`src/rtl/pool_layer.sv`:
```
`timescale 1ns/1ps
// pool_layer: 2x2 / stride-2 max or average pooling over a raster-order
// multi-channel pixel stream, with strt/bsy frame handshake and done pulse.
//
// Ports:
//   clk       clock, rising edge
//   rst       asynchronous active-high reset
//   strt      single-cycle frame start pulse (ignored while bsy)
//   din_vld   din holds a valid pixel this cycle
//   din       CH signed samples, channel c at [c*DATA_W +: DATA_W]
//   bsy       frame in progress (registered)
//   dout_vld  dout holds a pooled pixel this cycle (registered)
//   dout      pooled pixel, same packing as din (registered)
//   done      single-cycle end-of-frame pulse (registered)
module pool_layer #(
  parameter int unsigned DATA_W = 18,
  parameter int unsigned CH     = 2,
  parameter int unsigned IMG_W  = 28,
  parameter int unsigned IMG_H  = 28,
  parameter int unsigned MODE   = 0
) (
  input  logic                 clk,
  input  logic                 rst,
  input  logic                 strt,
  input  logic                 din_vld,
  input  logic [CH*DATA_W-1:0] din,
  output logic                 bsy,
  output logic                 dout_vld,
  output logic [CH*DATA_W-1:0] dout,
  output logic                 done
);

  localparam int unsigned EW  = DATA_W + 2;
  localparam int unsigned CW  = (IMG_W > 1) ? $clog2(IMG_W) : 1;
  localparam int unsigned RW  = (IMG_H > 1) ? $clog2(IMG_H) : 1;
  localparam int unsigned LBN = IMG_W / 2;
  localparam int unsigned LBW = (LBN > 1) ? $clog2(LBN) : 1;

  // Reject image geometries that cannot tile into 2x2 windows
  if (IMG_W < 2 || (IMG_W % 2) != 0) begin : g_bad_img_w
    $error("pool_layer: IMG_W must be even and >= 2");
  end
  if (IMG_H < 2 || (IMG_H % 2) != 0) begin : g_bad_img_h
    $error("pool_layer: IMG_H must be even and >= 2");
  end

  typedef enum logic [1:0] {S_IDLE, S_RUN, S_DONE} state_t;

  state_t state, next_state;

  logic [CW-1:0]  col;
  logic [RW-1:0]  row;
  logic [LBW-1:0] lb_idx;
  logic           accept;
  logic           last_px;
  logic           odd_odd;

  logic signed [EW-1:0] h      [CH];
  logic signed [EW-1:0] lb     [CH][LBN];
  logic signed [EW-1:0] x_ext  [CH];
  logic signed [EW-1:0] cmb_h  [CH];
  logic signed [EW-1:0] cmb_lb [CH];
  logic [CH*DATA_W-1:0] dout_nx;

  // Max or sum; the extended width holds a 4-sample sum without overflow
  function automatic logic signed [EW-1:0] combine(input logic signed [EW-1:0] a,
                                                   input logic signed [EW-1:0] b);
    if (MODE == 0) return (a > b) ? a : b;
    else           return a + b;
  endfunction

  assign accept  = (state == S_RUN) && din_vld;
  assign last_px = (row == RW'(IMG_H - 1)) && (col == CW'(IMG_W - 1));
  assign odd_odd = row[0] && col[0];
  assign lb_idx  = LBW'(col >> 1);

  // Per-channel combine paths and pooled result
  always_comb begin
    dout_nx = '0;
    for (int c = 0; c < int'(CH); c++) begin
      x_ext[c]  = EW'($signed(din[c*DATA_W +: DATA_W]));
      cmb_h[c]  = combine(h[c], x_ext[c]);
      cmb_lb[c] = combine(lb[c][lb_idx], x_ext[c]);
      // Average mode divides the 4-sample sum by flooring arithmetic shift
      dout_nx[c*DATA_W +: DATA_W] = DATA_W'((MODE == 1) ? (cmb_h[c] >>> 2) : cmb_h[c]);
    end
  end

  // State register
  always_ff @(posedge clk or posedge rst) begin
    if (rst) state <= S_IDLE;
    else     state <= next_state;
  end

  // Next-state logic
  always_comb begin
    next_state = state;
    case (state)
      S_IDLE:  if (strt) next_state = S_RUN;
      S_RUN:   if (accept && last_px) next_state = S_DONE;
      S_DONE:  next_state = S_IDLE;
      default: next_state = S_IDLE;
    endcase
  end

  // Frame status outputs, registered from the next state
  always_ff @(posedge clk or posedge rst) begin
    if (rst) begin
      bsy  <= 1'b0;
      done <= 1'b0;
    end else begin
      bsy  <= (next_state != S_IDLE);
      done <= (next_state == S_DONE);
    end
  end

  // Raster position of the next accepted pixel
  always_ff @(posedge clk or posedge rst) begin
    if (rst) begin
      col <= '0;
      row <= '0;
    end else if (state == S_IDLE && strt) begin
      col <= '0;
      row <= '0;
    end else if (accept) begin
      if (col == CW'(IMG_W - 1)) begin
        col <= '0;
        row <= (row == RW'(IMG_H - 1)) ? '0 : row + RW'(1);
      end else begin
        col <= col + CW'(1);
      end
    end
  end

  // Holding register, line buffer and output register
  always_ff @(posedge clk or posedge rst) begin
    if (rst) begin
      for (int c = 0; c < int'(CH); c++) begin
        h[c] <= '0;
        for (int i = 0; i < int'(LBN); i++) lb[c][i] <= '0;
      end
      dout     <= '0;
      dout_vld <= 1'b0;
    end else begin
      dout_vld <= accept && odd_odd;
      if (accept) begin
        for (int c = 0; c < int'(CH); c++) begin
          case ({row[0], col[0]})
            2'b00:   h[c] <= x_ext[c];
            2'b01:   lb[c][lb_idx] <= cmb_h[c];
            2'b10:   h[c] <= cmb_lb[c];
            default: ;
          endcase
        end
        if (odd_odd) dout <= dout_nx;
      end
    end
  end

endmodule

```
`config.mk`:
```
export PLATFORM = sky130hd
export DESIGN_NAME = pool_layer
export DESIGN_NICKNAME = d
export VERILOG_FILES = /design/src/rtl/pool_layer.sv
export SDC_FILE = /design/constraint.sdc
export NUM_CORES = 2
export LEC_CHECK = 0
export BUFFER_PORTS_ARGS = -buffer_cell sky130_fd_sc_hd__buf_2
export CAP_MARGIN = 15
export CORE_MARGIN = 5
export CORE_UTILIZATION = 35
export CTS_BUF_LIST = sky130_fd_sc_hd__clkbuf_4
export DETAILED_ROUTE_END_ITERATION = 12
export PLACE_DENSITY = 0.55
export SLEW_MARGIN = 5
export SYNTH_ARGS = -nofsm -noshare
export SYNTH_HDL_FRONTEND = slang
export SYNTH_SLANG_ARGS = --single-unit
```
`constraint.sdc`:
```
create_clock -name clk -period 38.3 [get_ports clk]
set_input_delay 3.83 -clock clk [delete_from_list [all_inputs] [get_ports clk]]
set_output_delay 3.83 -clock clk [all_outputs]
set_load 0.01 [all_outputs]
```
# Yosys cells after proc, flatten, opt, wreduce, memory -nomap -nowiden
# Cells that the tools add are included.
# W data, S select, Z words.
dict set report totals {
  register_bits 651
  output_inout_bits 39
}
dict set report classes {
  muxes 26
  n_reduce_logical 17
  bitwise 1
  magnitude_cmp 6
  n_addsub 2
  eq_ne 6
}
# operator n
set op_table {}
lappend op_table {{$bwmux W280} 2}
lappend op_table {{$mux W20} 9}
lappend op_table {{$bmux W20 S4} 2}
lappend op_table {{$demux W20 S4} 1}
lappend op_table {{$gt A20 B18 Y1} 4}
lappend op_table {{$pmux W20 S2} 2}
lappend op_table {{$mux W5} 7}
lappend op_table {{$add A5 B1 Y5 const B} 2}
lappend op_table {{$eq A5 B5 Y1 const B} 2}
lappend op_table {{$reduce_and A2 Y1} 4}
lappend op_table {{$reduce_bool A2 Y1} 4}
lappend op_table {{$logic_and A1 B1 Y1} 7}
lappend op_table {{$ge A5 B5 Y1 const B} 1}
lappend op_table {{$lt A5 B1 Y1 const B} 1}
lappend op_table {{$not A4 Y5} 1}
lappend op_table {{$eq A2 B1 Y1 const B} 2}
lappend op_table {{$eq A2 B2 Y1 const B} 2}
lappend op_table {{$logic_not A2 Y1} 2}
lappend op_table {{$mux W2} 2}
lappend op_table {{$pmux W2 S2} 1}

# Logic depth before layout (Yosys ltp)
dict set report logic_depth {
  ltp_word 7
  depth_mapped 16
  mapped_depth_nobuf 11
}

# Worst setup path after synthesis
# OpenSTA, ideal clock, no wires.
dict set report synth_path {
  path_kind {in2reg}
  from {input din[35]}
  to {register lb[219] (netlist bit)}
  t_required_ns 38.159
  t_arrival_ns 5.952
  stages 10
  n_path_buf 2
  setup_ns 0.141
  path_slack_ns 32.206
  cell_sequence {inv_1 > ha_1 > nand4_2 > or4_1 > o21a_1 > o41a_1 > buf_4 > o21ai_2 > buf_2 > a31oi_1}
}
dict set report synth_between {
  elab_chain_len 3
}
# item line_no
set synth_lines {}
lappend synth_lines {{start: declaration} 26} ;# input logic [CH*DATA_W-1:0] din,
lappend synth_lines {{$gt A20 B18 Y1} 68} ;# if (MODE == 0) return (a > b) ? a : b;
lappend synth_lines {{$mux W20 (*)} 68}
lappend synth_lines {{$bwmux W280 (*)} 150} ;# 2'b01: lb[c][lb_idx] <= cmb_h[c];
lappend synth_lines {{end signal: indexed assignment} 150}
lappend synth_lines {{end: declaration} 59} ;# logic signed [EW-1:0] lb [CH][LBN];
# Every way passes the cells marked *; elsewhere a longest branch is shown, timed or not.
# A chain may end at the register's enable or synchronous reset.

# Worst setup path in the final report
dict set report layout_path {
  from {input din[17]}
  to {register lb[498] (netlist bit)}
}
# The elaborated chain is that of the path after synthesis.

==> key figures <==
Synthesis
  • Post-synth cell types: 60
  • Async SR Flop Fraction: 1.00
  • Syn nets: 3102
  • Avg Inst Size Synth: 10.6 um2
  • Mapped Cells: 2980
  • Number of warning messages in the yosys log: 0
  • Flip-flop and latch count after synthesis: 651
  • Synthesized cell area: 31700 um2
  • Number of enable flip-flop cells after synthesis: 0
  • Portion of the post-synthesis area used by sequential elements: 0.515
  • Prevailing post-synth register cell: sky130_fd_sc_hd__dfrtp_1

Finish
  • Final core utilization: 0.388
  • Most frequent cells in the layout: 647 x sky130_fd_sc_hd__dfrtp_1, 606 x sky130_fd_sc_hd__nor2_1, 596 x sky130_fd_sc_hd__a31oi_1, 270 x sky130_fd_sc_hd__clkbuf_4, 120 x sky130_fd_sc_hd__mux4_2
  • Number of inserted filler cells in the final layout: 8970
  • Most common cell after layout, fill and taps aside: sky130_fd_sc_hd__dfrtp_1
  • Number of nets at the end of the flow: 3111
  • Area growth from synthesis to layout: 10.2%
  • Share of cells above drive strength 1: 0.204
  • Cell area after layout: 34900 um2
  • Number of standard cells in the layout, taps in and fillers out: 4289

Route
  • Initial DRT Pass Iterations: 5
  • Detailed-route via count: 24226
  • Total DRC errors in the routed layout: 0
  • Number of vias per cell after detailed routing: 5.65
  • DRT Wirelength: 92.0 mm
  • Initial drt markers: 2000
  • Avg WL per Cell: 21.5 um
  • Number of antenna-violating nets in the routed design: 0

Global routing
  • Via count of the first global-routing pass: 24084
  • Global routing usage summed across all routing layers: 0.188
  • Antenna violations before repair: 3
  • Global-route wire length before repair: 144 mm
  • Sum of overflow across all layers after global routing: 0
  • Maximum number of pins on one net before global-route repair: 172

Job
  • Number of maximum-capacitance violations: 0

Pwr
  • Total chip power: 2.91 mW
  • Worst voltage drop across the vdd grid: 34.4 uV
  • Lkg Pwr: 14.9 nW
  • Power per cell area: 83.5 nW/um2

STA
  • Unrepaired setup endpoints after global routing: no
  • Final worst-path cycle share: 0.171
  • Max-slew headroom at the worst pin: 0.240
  • Final hold vios: 0
  • Sum of negative setup slack: 0 ps
  • Setup violations, final: 0
  • Worst Max-Slew Pin Slew: 1130 ps
  • Clk_skew: 45.1 ps
  • Clock period minus worst slack: 6550 ps
  • Top achievable clock speed: 153 MHz
  • Number of pins exceeding their max-slew limit in the final report: 0

Clocking
  • TritonCTS clock tree: built
  • H-tree lvl count: 4
  • Post-CTS setup buffer count: 0
  • Count of instances resized after the clock tree is built: 0
  • Max Root-Sink Buffers: 3
  • Number of hold buffers added after cts: 0
  • Clock edge transition at the registers on the reported setup and hold paths: 70 ps
  • Root buf cell: sky130_fd_sc_hd__clkbuf_4
  • Clock insertion delay at the later pin of the skew report: 1000 ps
  • Clk sink count: 651
  • TritonCTS buffer count: 171

Placed design
  • Post-detail-place hpwl: 52.2 mm
  • DP Cell Count: 3985
  • Port Buf Inserts: 78
  • Cell area after placement: 32600 um2
  • Final weighted congestion of routability-driven global placement: 0.826

Floorplanning
  • Num ports: 79
  • Width of the chip: 311 um
  • Effective utilization at floorplan: 0.352
  • Rows: 110
  • Die Footprint: 96600 um2
  • Placeable Area: 89900 um2
  • Die height: 311 um

Worst setup path
  • Maximum fanout along the worst path: 43
  • Critical Path AT: 7430 ps
  • Category of the most critical setup path: input pin to flip-flop
  • Depth of the worst register-to-register path: 12
  • Kind of end point of the critical path: flip-flop
  • Nature of the critical path startpoint: input pin
  • Required time at the worst-slack endpoint: 39180 ps

Worst hold path
  • Cell count of the worst hold path: 1
  • Worst hold path class: flip-flop to flip-flop

Status
  • Outcome: finished, final reports clean
layout make-up:
class / count / area (um2) / share of cell area
Sequential cell: 651 / 16300 / 0.467
Multi-Input combinational cell: 1992 / 13900 / 0.400
Clock buffer: 270 / 2030 / 0.0581
Tap cell: 1176 / 1470 / 0.0422
Timing Repair Buffer: 134 / 823 / 0.0236
Inverter: 39 / 154 / 0.00441
Clock inverter: 24 / 148 / 0.00423
Antenna cell: 3 / 7.51 / 0.000215
final timing paths:
check / startpoint / to / slack (ps)
setup / recovery: din[17] / lb[498] / 31750
hold / removal: state[1] / bsy / 510
setup reg to reg: col[2] / h[14] / 31950
hold reg to reg: state[1] / bsy / 510
max in group asynchronous: rst / lb[207] / 32100
min in group asynchronous: rst / lb[524] / 3020
cells in the mapped netlist, drive strengths merged, types with 40 or more instances:
cell / number / area [um2]
mux4: 120 / 2700
clkbuf: 180 / 676
nand2: 105 / 394
buf: 118 / 741
nand3: 45 / 355
mux2i: 40 / 400
o21ai: 91 / 531
o211ai: 42 / 315
ha: 82 / 1030
dfrtp: 651 / 16300
nor2: 615 / 2310
a31oi: 596 / 3730
mux2: 40 / 450
state kept, by name, indices dropped and copies added (netlist names):
name and flops:
lb 560, dout_vld 1, bsy 1, col 5, dout 36, h 40, done 1, row 5
state 2
kinds of logic (layout without fill, tap and decap cells):
kind of cell,Yosys count,in the layout,share of synthesized area
AO/OA/AOI/OAI,874,874,0.179
AND/OR/NAND/NOR,833,833,0.112
XOR/XNOR,3,3,0.000830
buffers and inverters,337,467,0.0494
adder cells (fa/ha/maj),82,82,0.0324
multiplexers,200,200,0.112
other,0,3,0
flip-flops,651,651,0.515
per-layer routing:
layer / GRT usage / wire length, um
met1: 0.255 / 40700
met2: 0.306 / 44000
met3: 0.0370 / 5060
met4: 0.0610 / 2230
met5: 0 / 0
per-stage QoR:
| stage | hold slack (ps) | worst slack [ps] |
|---|---|---|
| floorplan | 466 | 16230 |
| global placement | 514 | 30950 |
| detailed placement | 513 | 30920 |
| CTS | 516 | 31960 |
| global route | 564 | 31550 |
| finish | 515 | 31750 |
worst max-delay path, cell delays in order:
cell and delay (ps):
sky130_fd_sc_hd__buf_2 110, sky130_fd_sc_hd__inv_1 120, sky130_fd_sc_hd__ha_1 400, sky130_fd_sc_hd__nand4_1 200, sky130_fd_sc_hd__nor4_1 390, sky130_fd_sc_hd__a21boi_2 310, sky130_fd_sc_hd__or3_1 670, sky130_fd_sc_hd__nand3_2 920
sky130_fd_sc_hd__a31oi_1 440
where the power goes:
group          total [mW]  internal [mW]  leakage, nW  switching [mW]
Sequential           1.15          0.972         8.27           0.173
Combinational        1.16          0.493         5.30           0.662
Clock               0.613          0.329         1.31           0.283
Note: power is estimated with default switching activity, not from simulation.
